## src/rtl/alu_result_stage.sv

```systemverilog
// Purpose: buffers ALU results with derived N/Z/C/V flags for writeback; keeps sticky flags and a retired-op count.
// Latency: an entry pushed at edge N is visible at the head after edge N; earliest pop is edge N+1 (no bypass).
// Backpressure: in_ready = (count < DEPTH) and never depends on out_ready; a full stage ignores in_valid.
module alu_result_stage #(
  parameter int DEPTH = 2,
  parameter int TAG_W = 5,
  parameter int CNT_W = 16
) (
  input  logic             clk,
  input  logic             rst_n,
  input  logic             in_valid,
  output logic             in_ready,
  input  logic [31:0]      in_result,
  input  logic             in_cout,
  input  logic [2:0]       in_select,
  input  logic             in_a_msb,
  input  logic             in_b_msb,
  input  logic [TAG_W-1:0] in_tag,
  output logic             out_valid,
  input  logic             out_ready,
  output logic [31:0]      out_result,
  output logic [TAG_W-1:0] out_tag,
  output logic [3:0]       out_flags,
  output logic [3:0]       sticky_flags,
  input  logic             sticky_clr,
  output logic [CNT_W-1:0] op_count
);

  localparam int PW = $clog2(DEPTH);
  localparam logic [PW:0] FULL_CNT = (PW+1)'(DEPTH);

  logic [31:0]      mem_result [DEPTH];
  logic [TAG_W-1:0] mem_tag    [DEPTH];
  logic [3:0]       mem_flags  [DEPTH];

  logic [PW-1:0] wr_ptr;
  logic [PW-1:0] rd_ptr;
  logic [PW:0]   count;

  logic       push;
  logic       pop;
  logic       is_sub;
  logic       is_logic;
  logic       is_add;
  logic [3:0] new_flags;

  assign in_ready  = (count < FULL_CNT);
  assign out_valid = (count != '0);
  assign push      = in_valid & in_ready;
  assign pop       = out_valid & out_ready;

  assign out_result = mem_result[rd_ptr];
  assign out_tag    = mem_tag[rd_ptr];
  assign out_flags  = mem_flags[rd_ptr];

  // Decode op class from the select and derive {N,Z,C,V}; the ALU carry is only an add carry.
  always_comb begin
    is_sub    = 1'b0;
    is_logic  = 1'b0;
    is_add    = 1'b0;
    new_flags = 4'b0000;
    is_sub    = (in_select == 3'b011);
    is_logic  = (in_select == 3'b001) || (in_select == 3'b010) || (in_select == 3'b100);
    is_add    = !is_sub && !is_logic;
    new_flags[3] = in_result[31];
    new_flags[2] = (in_result == 32'h0);
    new_flags[1] = is_add & in_cout;
    if (is_add)
      new_flags[0] = (in_a_msb == in_b_msb) && (in_result[31] != in_a_msb);
    else if (is_sub)
      new_flags[0] = (in_a_msb != in_b_msb) && (in_result[31] != in_a_msb);
    else
      new_flags[0] = 1'b0;
  end

  // Entry storage: written at the tail on push; cleared on reset so the idle head reads zero.
  always_ff @(posedge clk or negedge rst_n) begin
    if (!rst_n) begin
      for (int i = 0; i < DEPTH; i++) begin
        mem_result[i] <= '0;
        mem_tag[i]    <= '0;
        mem_flags[i]  <= '0;
      end
    end else if (push) begin
      mem_result[wr_ptr] <= in_result;
      mem_tag[wr_ptr]    <= in_tag;
      mem_flags[wr_ptr]  <= new_flags;
    end
  end

  // Pointers wrap naturally at the power-of-two depth; occupancy holds on simultaneous push and pop.
  always_ff @(posedge clk or negedge rst_n) begin
    if (!rst_n) begin
      wr_ptr <= '0;
      rd_ptr <= '0;
      count  <= '0;
    end else begin
      if (push) wr_ptr <= wr_ptr + 1'b1;
      if (pop)  rd_ptr <= rd_ptr + 1'b1;
      case ({push, pop})
        2'b10:   count <= count + 1'b1;
        2'b01:   count <= count - 1'b1;
        default: count <= count;
      endcase
    end
  end

  // Sticky flags accumulate popped flags; a clear alongside a pop keeps only that pop's flags.
  always_ff @(posedge clk or negedge rst_n) begin
    if (!rst_n) begin
      sticky_flags <= 4'b0000;
    end else if (pop) begin
      sticky_flags <= (sticky_clr ? 4'b0000 : sticky_flags) | out_flags;
    end else if (sticky_clr) begin
      sticky_flags <= 4'b0000;
    end
  end

  // Retired-op counter: one per pop, wrapping modulo 2^CNT_W.
  always_ff @(posedge clk or negedge rst_n) begin
    if (!rst_n) begin
      op_count <= '0;
    end else if (pop) begin
      op_count <= op_count + 1'b1;
    end
  end

endmodule

```

## config.mk

```make
export PLATFORM = sky130hd
export DESIGN_NAME = alu_result_stage
export DESIGN_NICKNAME = d
export VERILOG_FILES = /design/src/rtl/alu_result_stage.sv
export SDC_FILE = /design/constraint.sdc
export NUM_CORES = 1
export LEC_CHECK = 0
export CORE_AREA = 2 2 119 121
export CTS_CLUSTER_SIZE = 30
export DETAILED_ROUTE_END_ITERATION = 10
export DIE_AREA = 0 0 121 123
export HOLD_SLACK_MARGIN = 0.03
export PLACE_DENSITY_LB_ADDON = 0.15
export SLEW_MARGIN = 30
export SYNTH_ARGS = -nofsm -noshare
export SYNTH_HDL_FRONTEND = slang
export SYNTH_SLANG_ARGS = --single-unit
```

## constraint.sdc

```tcl
create_clock -name clk -period 4.4 [get_ports clk]
set_input_delay 1.32 -clock clk [delete_from_list [all_inputs] [get_ports clk]]
set_output_delay 1.32 -clock clk [all_outputs]
set_load 0.02 [all_outputs]
```

==> metrics.md, run 1 <==
| Metric | Value |
|---|---|
| Clk slew on worst S/H paths | `0.07 ns` |
| DRT antenna net count | `0` |
| Routability congestion estimate | `0.748` |
| Synth async-reset ratio | `100%` |
| Post-synthesis sequential area ratio | `55.7%` |
| R2r setup slk | `2.57 ns` |
| Total core area | `13600 sq um` |
| Gr ovfl total | `0` |
| Hold WC Path Type | `reg2reg` |
| Synth area leader | `dfrtp_1` |
| Setup bufs post-CTS | `0` |
| Site row count | `43` |
| Initial antenna violation count | `0` |
| Number of flops mapped to enable cells by yosys | `0` |
| Final Setup Violations | `0` |
| CP Launch Type | `flop` |
| Clock sink count | `104` |
| Max Cap Viol | `0` |
| YS warnings | `0` |
| CTS Buffer Depth | `2` |
| Setup Skew | `0.00329 ns` |
| Starting Density | `34.3%` |
| Final Cycle Share | `81.9%` |
| Die area | `14900 sq um` |
| Yosys cell types | `30` |
| Synth Instances | `413` |
| Outcome | `finished clean` |
| Worst-skew pair later-pin latency | `0.34 ns` |
| Fin crit period | `3.60 ns` |
| Die W | `121 um` |
| Syn_area_per_cell | `11.3 sq um` |
| Top post-synthesis cells by area | `dfrtp_1 (56%), mux2_2 (19%), nand2_1 (11%)` |
| Synth Cell Area | `4670 sq um` |
| Leak | `2.79 nW` |
| Synth Register Bits | `104` |
| Fin. max-slew vios | `0` |
| Prevailing post-synth register cell | `dfrtp_1` |
| CTS tree | `yes` |
| Syn nets | `463` |
| Antenna cells | `0` |
| Worst EP required | `3.08 ns` |
| Slew HR | `39.4%` |
| Final hold vios | `0` |
| Vias in the first global route | `3530` |
| Setup crit end kind | `primary output` |
| Yosys top cell area share | `55.7%` |
| Port Buf Inserts | `110` |
| Fin util | `46.0%` |
| Post-CTS Resized | `0` |
| DR vias/cell | `4.68` |
| Layout fillers | `1270` |
| Worst Path Arrival | `2.28 ns` |
| Most common library cells after synthesis | `nand2_1 (136), dfrtp_1 (104), mux2_2 (77)` |
| Via Count | `3301` |
| Boundary pin count | `111` |
| Least-Margin Pin Slew | `0.909 ns` |
| Post-Route WL | `10800 um` |
| First-pass GRT wire length | `17900 um` |
| Drt drc | `0` |
| 1st-pass router iterations | `4` |
| Largest net degree at the start of global routing | `82` |
| H-tree depth | `3` |
| Fraction of layout cells with a size suffix above 1 | `20.5%` |
| Crit Path Class | `reg2out` |
| Area delta synth->final | `34.1%` |
| Num CTS Buffers | `9` |
| Initial drt markers | `130` |
| PwrDens | `742 nW/um^2` |
| DIE HEIGHT | `123 um` |
| DP HPWL | `7410 um` |
| Fmax | `277 MHz` |
| Layout Nets | `572` |
| All-Layer GR Usage | `15.5%` |
| Setup TNS | `0 ns` |
| RSZ-0062 raised after global routing | `no` |
| # hold bufs at CTS | `0` |
| CP Max Fanout | `21` |
| VDD IR max | `412 uV` |
| Post-DR wirelength/cell | `15.3 um` |
| Most common cell in the synthesized netlist | `nand2_1` |
| Root Buffer | `clkbuf_16` |
-- cell usage in the layout (no fill, tap or decap), drive strengths merged, types with 6 or more instances in the layout --
master	n
buf	6
inv	6
clkbuf	11
xnor2	14
nor4	8
nand4	7
nor2	7
mux2	77
clkdlybuf4s50	109
dfrtp	104
nand2	136
xor2	6
o21ai	9
-- state kept, by name, summed over array words and instances (netlist names) --
signal        count
count             2
mem_flags         6
mem_result       64
mem_tag          10
op_count         16
rd_ptr            1
sticky_flags      4
wr_ptr            1
-- worst paths after layout --
| check | from | to | cells after the start |
|---|---|---|---|
| worst max-delay path | rd_ptr$_DFFE_PN0P_ | out_result[30] | 3 |
| worst min-delay path | mem_result[39]$_DFFE_PN0P_ | mem_result[39]$_DFFE_PN0P_ | 2 |
| worst max register to register | count[1]$_DFFE_PN0P_ | mem_result[12]$_DFFE_PN0P_ | 4 |
| worst min register to register | mem_result[39]$_DFFE_PN0P_ | mem_result[39]$_DFFE_PN0P_ | 2 |
| max in group asynchronous | rst_n | mem_result[47]$_DFFE_PN0P_ | 2 |
| min in group asynchronous | rst_n | sticky_flags[1]$_DFF_PN0_ | 1 |
-- layer usage --
| metal | GRT usage [%] | share of wire [%] | vias to the layer above |
|---|---|---|---|
| met2 | 24.9 | 47 | 81 |
| met1 | 20.3 | 46 | 1607 |
| li1 | - | - | 1601 |
| met3 | 3.87 | 5.3 | 12 |
| met4 | 6.32 | 1.8 | 0 |
| met5 | 0 | 0 | - |
-- power by group --
group          switching, mW  internal (mW)
clock                  0.340          0.494
sequential             0.278           1.36
combinational           1.02           1.15
total                   1.64           3.01
-- cell families after synthesis --
logic type	count (synthesis)	share of synthesized area (%)
buffers and inverters	23	3.00
muxes	77	18.6
AOI/OAI and AO/OA	14	1.96
adders and majority gates	2	0.536
DFF	104	55.7
and+or+nand+nor	173	16.5
xor gates and xnor gates	20	3.75
-- final cells by class --
cell class / count / area (sq um) / area share (%)
Multi-Input combinational cell: 286 / 1930 / 30.9
Timing Repair Buffer: 115 / 1170 / 18.7
Sequential cell: 104 / 2600 / 41.6
Tap cell: 180 / 225 / 3.59
Inverter: 6 / 27.5 / 0.439
Clock buffer: 11 / 233 / 3.71
Clock inverter: 4 / 70.1 / 1.12
-- worst max-delay path: stages (launching register included) --
cell and delay [ns]:
dfrtp_2 0.70, buf_4 0.31, mux2_2 0.37, clkdlybuf4s50_1 0.55
-- metrics by stage --
stage	instances	hold slack (ns)	setup slack, ns	total power [mW]	area (sq um)
finish	706	0.475	0.796	4.65	6260
CTS	706	0.477	0.754	4.71	6260
detailed placement	691	0.461	1.14	3.86	5960
global route	706	0.483	0.685	4.95	6260
floorplan	413	0.441	1.84	2.95	4670
global placement	690	0.453	1.17	3.81	5930
(Power assumes the default switching activity.)
==> run 2, diff against run 1 <==
clock period = 3.2 ns   (was 4.4 ns; I/O delays follow)
==> metrics.md, run 2 (same netlist as run 1, synthesis figures left out) <==
| Metric | Value |
|---|---|
| Outcome | `finished clean` |
| Clock sink count | `104` |
| Worst Path Arrival | `2.07 ns` |
| Starting Density | `34.3%` |
| Design Area, Final | `6250 sq um` |
| Slew HR | `57.0%` |
| DR vias/cell | `4.64` |
| Root Buffer | `clkbuf_16` |
| Worst setup path end | `out_result[25]` |
| Die W | `121 um` |
| Commonest non-fill, non-tap cell in the layout | `nand2_1` |
| DP HPWL | `7480 um` |
| Gr ovfl total | `0` |
| Fin crit period | `3.03 ns` |
| Minimum hold slack | `0.468 ns` |
| Final Cycle Share | `94.7%` |
| Setup Skew | `0.00628 ns` |
| Layout Nets | `575` |
| CP Max Fanout | `12` |
| Final hold vios | `0` |
| DIE HEIGHT | `123 um` |
| Placed inst area | `5990 sq um` |
| 1st-pass router iterations | `4` |
| CTS tree | `yes` |
| Largest register FFs | `64` |
| Fraction of layout cells with a size suffix above 1 | `20.8%` |
| Hold WC Path Type | `reg2reg` |
| DRT antenna net count | `0` |
| PwrDens | `1000 nW/um^2` |
| Antenna cells | `0` |
| RSZ-0062 raised after global routing | `no` |
| Register with the most flip-flops | `mem_result` |
| H-tree depth | `3` |
| Drt drc | `0` |
| Boundary pin count | `111` |
| # hold bufs at CTS | `0` |
| Commonest cells after routing, fill and taps aside | `nand2_1 (136), clkdlybuf4s50_1 (109), dfrtp_1 (103)` |
| Via Count | `3282` |
| Final Setup Violations | `0` |
| Site row count | `43` |
| Area delta synth->final | `33.8%` |
| First-pass GRT wire length | `17600 um` |
| Power Total | `6.26 mW` |
| Num CTS Buffers | `9` |
| Port Buf Inserts | `110` |
| Least-Margin Pin Slew | `0.646 ns` |
| Worst r2r src | `count[1]$_DFFE_PN0P_` |
| Leak | `2.78 nW` |
| Vias in the first global route | `3428` |
| Setup bufs post-CTS | `0` |
| Fmax | `330 MHz` |
| Fin. max-slew vios | `0` |
| Initial antenna violation count | `0` |
| Post-CTS Resized | `0` |
| All-Layer GR Usage | `15.3%` |
| VDD IR max | `559 uV` |
| Crit Path Class | `reg2out` |
| Routability congestion estimate | `0.797` |
| Total core area | `13600 sq um` |
| Largest net degree at the start of global routing | `44` |
| CP startpoint | `rd_ptr$_DFFE_PN0P_` |
| Clk slew on worst S/H paths | `0.07 ns` |
| Post-Route WL | `10700 um` |
| Biggest regs | `mem_result x64, op_count x16, mem_tag x10` |
| R2r setup slk | `1.54 ns` |
| Worst EP required | `2.24 ns` |
| Worst Reg-to-Reg Cells | `5` |
| Max Cap Viol | `0` |
| Initial drt markers | `200` |
| Terminus of the critical flop-to-flop path | `mem_tag[8]$_DFFE_PN0P_` |
| CTS Buffer Depth | `2` |
| CP Launch Type | `flop` |
| Setup crit end kind | `primary output` |
| Worst-skew pair later-pin latency | `0.34 ns` |
| Setup TNS | `0 ns` |
| Post-DR wirelength/cell | `15.1 um` |
| Die area | `14900 sq um` |
run 2: changes by cell type in the layout (fill, tap and decap cells not counted):
cell	previous run	this run
buf_4	3	6
buf_12	1	3
bufinv_16	2	0
clkbuf_8	0	2
buf_16	1	0
buf_6	1	0
clkinv_2	2	1
run 2: worst min-delay path by stage:
stage | cells after the start | slack (ns) | endpoint | from
2_1_floorplan | 2 | 0.44 | mem_result[58]$_DFFE_PN0P_ | mem_result[58]$_DFFE_PN0P_
3_3_place_gp | 2 | 0.45 | mem_result[61]$_DFFE_PN0P_ | mem_result[61]$_DFFE_PN0P_
3_5_place_dp | 2 | 0.46 | mem_result[38]$_DFFE_PN0P_ | mem_result[38]$_DFFE_PN0P_
4_1_cts | 2 | 0.48 | mem_result[38]$_DFFE_PN0P_ | mem_result[38]$_DFFE_PN0P_
5_1_grt | 1 | 0.49 | op_count[15]$_DFFE_PN0P_ | op_count[15]$_DFFE_PN0P_
6_report | 2 | 0.47 | mem_result[38]$_DFFE_PN0P_ | mem_result[38]$_DFFE_PN0P_
run 2: metrics by stage:
stage	instances	utilization (%)	setup slack, ns
after CTS	708	45.9	0.122
after detailed placement	694	44.0	0.510
final	708	45.9	0.170
after floorplan	413	-	0.995
after global routing	708	45.9	0.0587
after global placement	694	44.0	0.524
run 2: report_power, final:
part / internal, mW / switching (mW) / leakage [nW]
Combinational: 1.59 / 1.42 / 1.35
Clock: 0.561 / 0.451 / 0.132
Sequential: 1.88 / 0.355 / 1.30
Total: 4.03 / 2.23 / 2.78
run 2: metal layers:
metal | wire [um] | part of all wire, % | track usage [%] | vias up
met5 | 0 | 0 | 0 | -
met4 | 146 | 1.4 | 4.14 | 0
met3 | 502 | 4.7 | 5.12 | 10
met2 | 5120 | 48 | 24.6 | 76
met1 | 4930 | 46 | 19.7 | 1596
li1 | - | - | - | 1600
run 2: layout make-up:
cell class	instances	area (sq um)
clock buffer	13	260
sequential	104	2600
timing repair buffer	118	1200
clock inverter	1	5.00
fill	1269	7360
multi-input combinational	286	1930
inverter	6	27.5
tap	180	225
run 2: worst max-delay path, stage by stage, from the launching register on:
cell             delay, ns
dfrtp_2               0.55
buf_4                 0.27
mux2_2                0.36
clkdlybuf4s50_1       0.54
==> run 3, diff against run 2 <==
SKIP_LAST_GASP = 1   (was not set)
==> results of run 3 <==
No change in the layout: final DEF, timing and power equal those of run 2.
